--- config.mk ---
export PLATFORM = sky130hd
export DESIGN_NAME = matrixops_seq
export DESIGN_NICKNAME = d
export VERILOG_FILES = /design/src/rtl/matrixops_seq.sv
export SDC_FILE = /design/constraint.sdc
export NUM_CORES = 1
export LEC_CHECK = 0
export CELL_PAD_IN_SITES_DETAIL_PLACEMENT = 0
export CELL_PAD_IN_SITES_GLOBAL_PLACEMENT = 2
export CORE_ASPECT_RATIO = 0.75
export CORE_MARGIN = 3
export CORE_UTILIZATION = 40
export CTS_CLUSTER_SIZE = 12
export DETAILED_ROUTE_END_ITERATION = 6
export PLACE_DENSITY_LB_ADDON = 0.15
export SYNTH_ARGS = -nofsm -noshare
export SYNTH_HDL_FRONTEND = slang
export SYNTH_SLANG_ARGS = --single-unit
--- constraint.sdc ---
create_clock -name clk -period 3.1 [get_ports clk]
set_input_delay 0.31 -clock clk [delete_from_list [all_inputs] [get_ports clk]]
set_output_delay 0.31 -clock clk [all_outputs]
set_load 0.1 [all_outputs]
--- src/rtl/matrixops_seq.sv ---
// 2x2 matrix multiplier: loads A and B one element pair per enter strobe, computes
// C = A*B with a single multiply-accumulate, then streams C out in row-major order.
module matrixops_seq #(
    parameter int unsigned ELEM_W = 2,
    parameter int unsigned ACC_W  = 5
) (
    input  logic              clk,
    input  logic              rst,
    input  logic              enter,
    input  logic [ELEM_W-1:0] X,
    input  logic [ELEM_W-1:0] Y,
    output logic              busy,
    output logic              res_valid,
    output logic [1:0]        res_idx,
    output logic [ACC_W-1:0]  res_data,
    output logic              done,
    output logic              Z
);

    localparam int unsigned PROD_W = 2 * ELEM_W;

    typedef enum logic [1:0] {LOAD, COMP, OUT, DONE} state_t;

    state_t             r_state;
    logic [1:0]         r_k;
    logic [2:0]         r_step;
    logic [ELEM_W-1:0]  r_a [4];
    logic [ELEM_W-1:0]  r_b [4];
    logic [ACC_W-1:0]   r_acc;
    logic [ACC_W-1:0]   r_c [4];

    logic [1:0]         w_i;
    logic [ELEM_W-1:0]  w_a_op;
    logic [ELEM_W-1:0]  w_b_op;
    logic [PROD_W-1:0]  w_prod;
    logic [ACC_W-1:0]   w_sum;
    logic [1:0]         w_next_idx;

    // Even step starts C[i] with A[r][0]*B[0][c]; odd step adds A[r][1]*B[1][c].
    assign w_i        = r_step[2:1];
    assign w_a_op     = r_a[{w_i[1], r_step[0]}];
    assign w_b_op     = r_b[{r_step[0], w_i[0]}];
    assign w_prod     = PROD_W'(w_a_op) * PROD_W'(w_b_op);
    assign w_sum      = (r_step[0] ? r_acc : ACC_W'(0)) + ACC_W'(w_prod);
    assign w_next_idx = res_idx + 2'd1;

    always_ff @(posedge clk) begin
        if (rst) begin
            r_state   <= LOAD;
            r_k       <= 2'd0;
            r_step    <= 3'd0;
            r_acc     <= '0;
            for (int i = 0; i < 4; i++) begin
                r_a[i] <= '0;
                r_b[i] <= '0;
                r_c[i] <= '0;
            end
            busy      <= 1'b0;
            res_valid <= 1'b0;
            res_idx   <= 2'd0;
            res_data  <= '0;
            done      <= 1'b0;
            Z         <= 1'b0;
        end else begin
            case (r_state)
                LOAD: begin
                    if (enter) begin
                        r_a[r_k] <= X;
                        r_b[r_k] <= Y;
                        r_k      <= r_k + 2'd1;
                        if (r_k == 2'd3) begin
                            r_state <= COMP;
                            r_step  <= 3'd0;
                            busy    <= 1'b1;
                        end
                    end
                end
                COMP: begin
                    r_acc  <= w_sum;
                    r_step <= r_step + 3'd1;
                    if (r_step[0]) begin
                        r_c[w_i] <= w_sum;
                    end
                    // C[0] is already final when the last MAC step retires C[3].
                    if (r_step == 3'd7) begin
                        r_state   <= OUT;
                        res_valid <= 1'b1;
                        res_idx   <= 2'd0;
                        res_data  <= r_c[0];
                    end
                end
                OUT: begin
                    if (res_idx == 2'd3) begin
                        r_state   <= DONE;
                        busy      <= 1'b0;
                        res_valid <= 1'b0;
                        res_idx   <= 2'd0;
                        res_data  <= '0;
                        done      <= 1'b1;
                        Z         <= (r_c[1] == r_c[2]);
                    end else begin
                        res_idx  <= w_next_idx;
                        res_data <= r_c[w_next_idx];
                    end
                end
                DONE: begin
                    r_state <= LOAD;
                    r_k     <= 2'd0;
                    done    <= 1'b0;
                end
                default: r_state <= LOAD;
            endcase
        end
    end

endmodule

==> results of run 1 <==
sequential cells by signal (all words and copies together), names as in the netlist, named ones only:
signal and cells:
Z 1, busy 1, done 1, r_a 8, r_acc 5, r_b 8, r_c 20, r_k 2
r_state 2, r_step 3, res_data 5, res_idx 2, res_valid 1
layout by cell type (no fill, tap or decap), types with 8 or more instances in the layout:
cell,synthesis,routed
and2_1,36,36
edfxtp_1,36,36
dfxtp_1,26,26
nor2_1,16,16
clkdlybuf4s50_1,0,16
ha_1,13,13
a21oi_1,12,12
nand2_1,11,11
clkbuf_8,0,10
mux2i_1,9,9
nor2b_1,8,8
buf_4,1,8
logic make-up after synthesis:
kind of cell	after synthesis	synth area share
xor gates and xnor gates	6	0.01638
muxes	19	0.08073
buffers and inverters	20	0.02613
adders and majority gates	15	0.06318
DFF	62	0.4992
and+or+nand+nor	117	0.2122
AOI/OAI and AO/OA	43	0.1022
worst paths after layout:
kind / cells after the start / startpoint / slack [ns] / endpoint
worst max register to register: 8 / flop / 0.23 / r_acc[3]
worst min-delay path: 2 / done / 0.48 / done
worst min register to register: 2 / done / 0.48 / done
worst max-delay path: 8 / flop / 0.23 / r_acc[3]
cell type report:
| type | count | area, sq um |
|---|---|---|
| Clock inverter | 6 | 61.31 |
| Sequential cell | 62 | 1602 |
| Inverter | 6 | 22.52 |
| Timing Repair Buffer | 24 | 220.2 |
| Tap cell | 101 | 126.4 |
| Multi-Input combinational cell | 200 | 1523 |
| Clock buffer | 10 | 137.6 |
| Fill cell | 733 | 3875 |
worst max-delay path, stage by stage (launching register included):
cell and delay [ns]:
dfxtp_1 0.44, mux4_2 0.55, and2_1 0.17, fa_1 0.49
ha_1 0.24, fa_1 0.38, xnor2_1 0.13, buf_4 0.15
a211oi_1 0.23
metrics by stage:
| stage | instance area [sq um] | hold slack, ns | power [W] | std cells |
|---|---|---|---|---|
| finish | 3692 | 0.4753 | 0.001965 | 409 |
| global route | 3692 | 0.5048 | 0.002069 | 409 |
| CTS | 3692 | 0.4788 | 0.001989 | 409 |
| detailed placement | 3493 | 0.4666 | 0.001266 | 393 |
| global placement | 3493 | 0.4584 | 0.001266 | 393 |
| floorplan | 3208 | 0.4515 | 0.001177 | 282 |
where the power goes:
| part | leakage, nW | switching, W | internal [W] |
|---|---|---|---|
| Sequential | 0.582 | 0.0000289 | 0.000916 |
| Combinational | 0.647 | 0.000187 | 0.000116 |
| Clock | 0.0920 | 0.000329 | 0.000389 |
| Total | 1.32 | 0.000544 | 0.00142 |
metal layers:
layer / track usage / vias to the layer above
met2: 0.2172 / 37
met4: 0.04077 / 0
li1: - / 1080
met1: 0.2697 / 1037
met3: 0.06032 / 7
met5: 0 / -
==> flow_summary.yaml, run 1 <==
outcome:
  status: "finished clean"
routing:
  routed_via_density: 5.284
  highest_layer: "met4"
  drt_iter0_drc: 89
  wl_mm: 7.087
  wl_met3_um: 326
  ant_nets: 0
  wl_met2_mm: 2.826
  drcViolationCount: 0
  wl_per_cell_um: 17.33
  firstDrtPassIters: 4
  wl_met1_mm: 3.872
  num_vias: 2161
logic_synthesis:
  yosysUniqueCellTypes: 50
  synth_nets: 304
  synth_commonest_cells: "36 x and2_1, 36 x edfxtp_1, 26 x dfxtp_1"
  netlist_area_sq_um: 3208
  ys_seq_elements: 62
  yosys.area.top_type: "edfxtp_1"
  synth_flop_cell: "edfxtp_1"
  seq_area_frac_synth: 0.4992
  netlist.area_leader.share: 0.3370
  ys_warn_count: 0
  async_flop_share: 0
  synthTopCellsByArea: "edfxtp_1 34%, dfxtp_1 16%, and2_1 7.0%"
  synth-edff-count: 36
  syn_area_per_cell_sq_um: 11.38
  syn_inst: 282
sta:
  tightest_slew_ns: 0.9916
  rsz0062_at_grt: "false"
  finalHoldViolCount: 0
  layout_setup_ws_ns: 0.2252
  fmax_ghz: 0.3478
  slew_violations: 0
  finClkSkew_ns: 0.009560
  relSlewSlack: 0.3368
  finalSetupTns_ns: 0
  min_period_ns: 2.875
  period_share: 0.9274
  setup_viol: 0
global_route:
  grtUsageTotal: 0.1707
  antenna_found_initial: 0
  grt_pass1_vias: 2181
  grt_max_degree: 27
  grt_overflow: 0
  grt_pass1_wl_mm: 11.90
die:
  fp.dieW_um: 109.4
  ios: 18
  row_count: 27
  core_sq_um: 7567
  initial_utilization: 0.4239
  dieHeight_um: 83.56
  die_area_sq_um: 9142
clocking:
  cts_max_level: 3
  clockRootBuffer: "clkbuf_8"
  cts.path.max_buffers: 2
  hold_buffers: 0
  path_clk_slew_ns: 0.07
  cts_setup_buffers: 0
  post_cts_resized: 0
  clock_latency_ns: 0.34
  cts_tree: "yes"
  cts_buffers: 9
  cts_sinks: 62
worst_hold_path:
  worst_hold_path_type: "reg -> reg"
worst_setup_path:
  setup.worst_path.start_class: "flop"
  end_kind: "flop"
  criticalPathCategory: "reg -> reg"
  arrival_ns: 3.13
  critical_path_required_ns: 3.35
  worstPathMaxFanout: 5
cells_and_area:
  antennaDiodeCount: 0
  nNetsFinal: 325
  drive_gt1_frac: 0.1558
  syn_to_final_growth_pct: 15.09
  final_core_util: 0.4879
power_and_ir_drop:
  peakVddDrop_uv: 228.6
  cellPowerDensity_nw_per_um2: 532.1
  p_leak_nw: 1.321
placement:
  place_ws_ns: 0.2424
  port_buffers: 17
  dp.final_hpwl_mm: 5.246
  gp_congestion: 0.8066
flow_run:
  maxCapViolCount: 0
(Power assumes the default switching activity.)
==> run 2, diff against run 1 <==
==> constraint.sdc (replaced) <==
create_clock -name clk -period 2.8 [get_ports clk]
set_input_delay 0.28 -clock clk [delete_from_list [all_inputs] [get_ports clk]]
set_output_delay 0.28 -clock clk [all_outputs]
set_load 0.1 [all_outputs]
==> flow_summary.yaml, run 2 (synthesis results as in run 1) <==
outcome:
  status: "finished clean"
worst_setup_path:
  arrival_ns: 2.78
  reg2regPathDepth: 8
  end_kind: "flop"
  cp-endpoint: "r_c[2][3]"
  r2r_slack_ns: 0.11
  reg2reg_to: "r_c[2][3]"
  criticalPathCategory: "reg -> reg"
  worstPathMaxFanout: 5
  critical_path_required_ns: 2.89
  setup.worst_path.start_class: "flop"
sta:
  min_period_ns: 2.691
  hold_ws_ns: 0.4793
  fmax_ghz: 0.3716
  finalSetupTns_ns: 0
  rsz0062_at_grt: "false"
  tightest_slew_ns: 0.5693
  relSlewSlack: 0.6171
  period_share: 0.9612
  setup_viol: 0
  finClkSkew_ns: 0.007536
  slew_violations: 0
  finalHoldViolCount: 0
clocking:
  hold_buffers: 0
  clockRootBuffer: "clkbuf_8"
  cts.path.max_buffers: 2
  cts_tree: "yes"
  path_clk_slew_ns: 0.07
  cts_max_level: 3
  clock_latency_ns: 0.33
  post_cts_resized: 1
  cts_setup_buffers: 0
  cts_buffers: 9
  cts_sinks: 62
global_route:
  busiest_layer: "met1"
  grtUsageMet1: 0.2670
  grtUsageMet3: 0.04331
  grt_pass1_wl_mm: 11.34
  grt_util_met2: 0.1983
  grt_max_degree: 27
  antenna_found_initial: 0
  grtUsageTotal: 0.1613
  grt_overflow: 0
  grt_pass1_vias: 2111
worst_hold_path:
  worst_hold_path_type: "reg -> reg"
  hold_start: "res_valid"
cells_and_area:
  nFillCells: 735
  largest_reg_flops: 20
  final_cell_mix: "36 x edfxtp_1, 34 x and2_1, 24 x dfxtp_1, 23 x buf_4, 16 x nor2_1"
  multi_input_area_sq_um: 1530
  top_register: "r_c"
  reg_top3: "r_c x20, r_a x8, r_b x8"
  final_core_util: 0.4936
  layout_commonest_cell: "edfxtp_1"
  syn_to_final_growth_pct: 16.42
  ff_latch_area_sq_um: 1609
  fin_area_sq_um: 3735
  antennaDiodeCount: 0
  nNetsFinal: 330
  drive_gt1_frac: 0.2141
die:
  fp.dieW_um: 109.4
  die_area_sq_um: 9142
  initial_utilization: 0.4239
  ios: 18
  core_sq_um: 7567
  dieHeight_um: 83.56
  row_count: 27
routing:
  wl_per_cell_um: 16.79
  wl_mm: 6.953
  num_vias: 2203
  routed_via_density: 5.321
  drt_iter0_drc: 138
  firstDrtPassIters: 5
  drcViolationCount: 0
  ant_nets: 0
power_and_ir_drop:
  cellPowerDensity_nw_per_um2: 599.1
  p_leak_nw: 1.374
  peakVddDrop_uv: 241.2
placement:
  gp_congestion: 0.8751
  dp.final_hpwl_mm: 5.114
  post_dp_cell_area_sq_um: 3506
  port_buffers: 17
flow_run:
  maxCapViolCount: 0
==> run 2: changes by cell type in the layout (fill, tap and decap cells not counted) <==
cell	previous run	this run
clkbuf_8	10	9
ha_2	0	1
clkbuf_1	0	1
dfxtp_4	0	2
and2_1	36	34
ha_1	13	12
and2_4	0	2
dfxtp_1	26	24
bufinv_16	1	2
clkinv_2	1	0
buf_4	8	23
clkdlybuf4s50_1	16	6
==> run 2: worst min path at each step <==
| stage | cells past startpoint | to | slack (ns) |
|---|---|---|---|
| global route | 2 | r_acc[3] | 0.51 |
| floorplan | 2 | r_acc[0] | 0.45 |
| finish | 2 | res_valid | 0.48 |
| CTS | 2 | res_valid | 0.48 |
| detailed placement | 2 | res_valid | 0.47 |
| global placement | 2 | done | 0.46 |
==> run 2: stage by stage <==
step	worst slack (ns)	instances	power, W
2_1_floorplan	0.04431	282	0.001303
3_3_place_gp	0.03803	398	0.001403
3_5_place_dp	0.01133	398	0.001401
4_1_cts	0.03168	414	0.002261
5_1_grt	0.01475	414	0.002340
6_report	0.1086	414	0.002237
==> run 2: routing by layer <==
layer  share of wire  vias to the layer above
met5               0                        -
met4          0.0063                        0
met3           0.042                        4
met1            0.56                     1070
li1                -                     1084
met2            0.39                       45
==> run 2: final cells by class <==
class / instances / share of cell area
multi-input combinational: 200 / 0.4097
tap: 101 / 0.03384
inverter: 6 / 0.006030
clock buffer: 10 / 0.03417
clock inverter: 6 / 0.02312
sequential: 62 / 0.4308
timing repair buffer: 29 / 0.06231
==> run 2: worst max-delay path: stages (launching register included) <==
cell and delay, ns:
dfxtp_4 0.37, mux4_2 0.52, and2_4 0.16, fa_1 0.48, ha_2 0.21, fa_1 0.37
xnor2_1 0.14, buf_4 0.15, nor2_1 0.05
==> run 2: where the power goes <==
group | internal (W) | switching [W]
Clock | 0.000498 | 0.000357
Combinational | 0.000132 | 0.000207
Sequential | 0.00101 | 0.0000309
==> run 3, diff against run 2 <==
--- a/config.mk
+++ b/config.mk
@@ -16,3 +16,4 @@
 export SYNTH_ARGS = -nofsm -noshare
 export SYNTH_HDL_FRONTEND = slang
 export SYNTH_SLANG_ARGS = --single-unit
+export TNS_END_PERCENT = 10
==> results of run 3 <==
No change in the layout: final DEF, timing and power equal those of run 2.
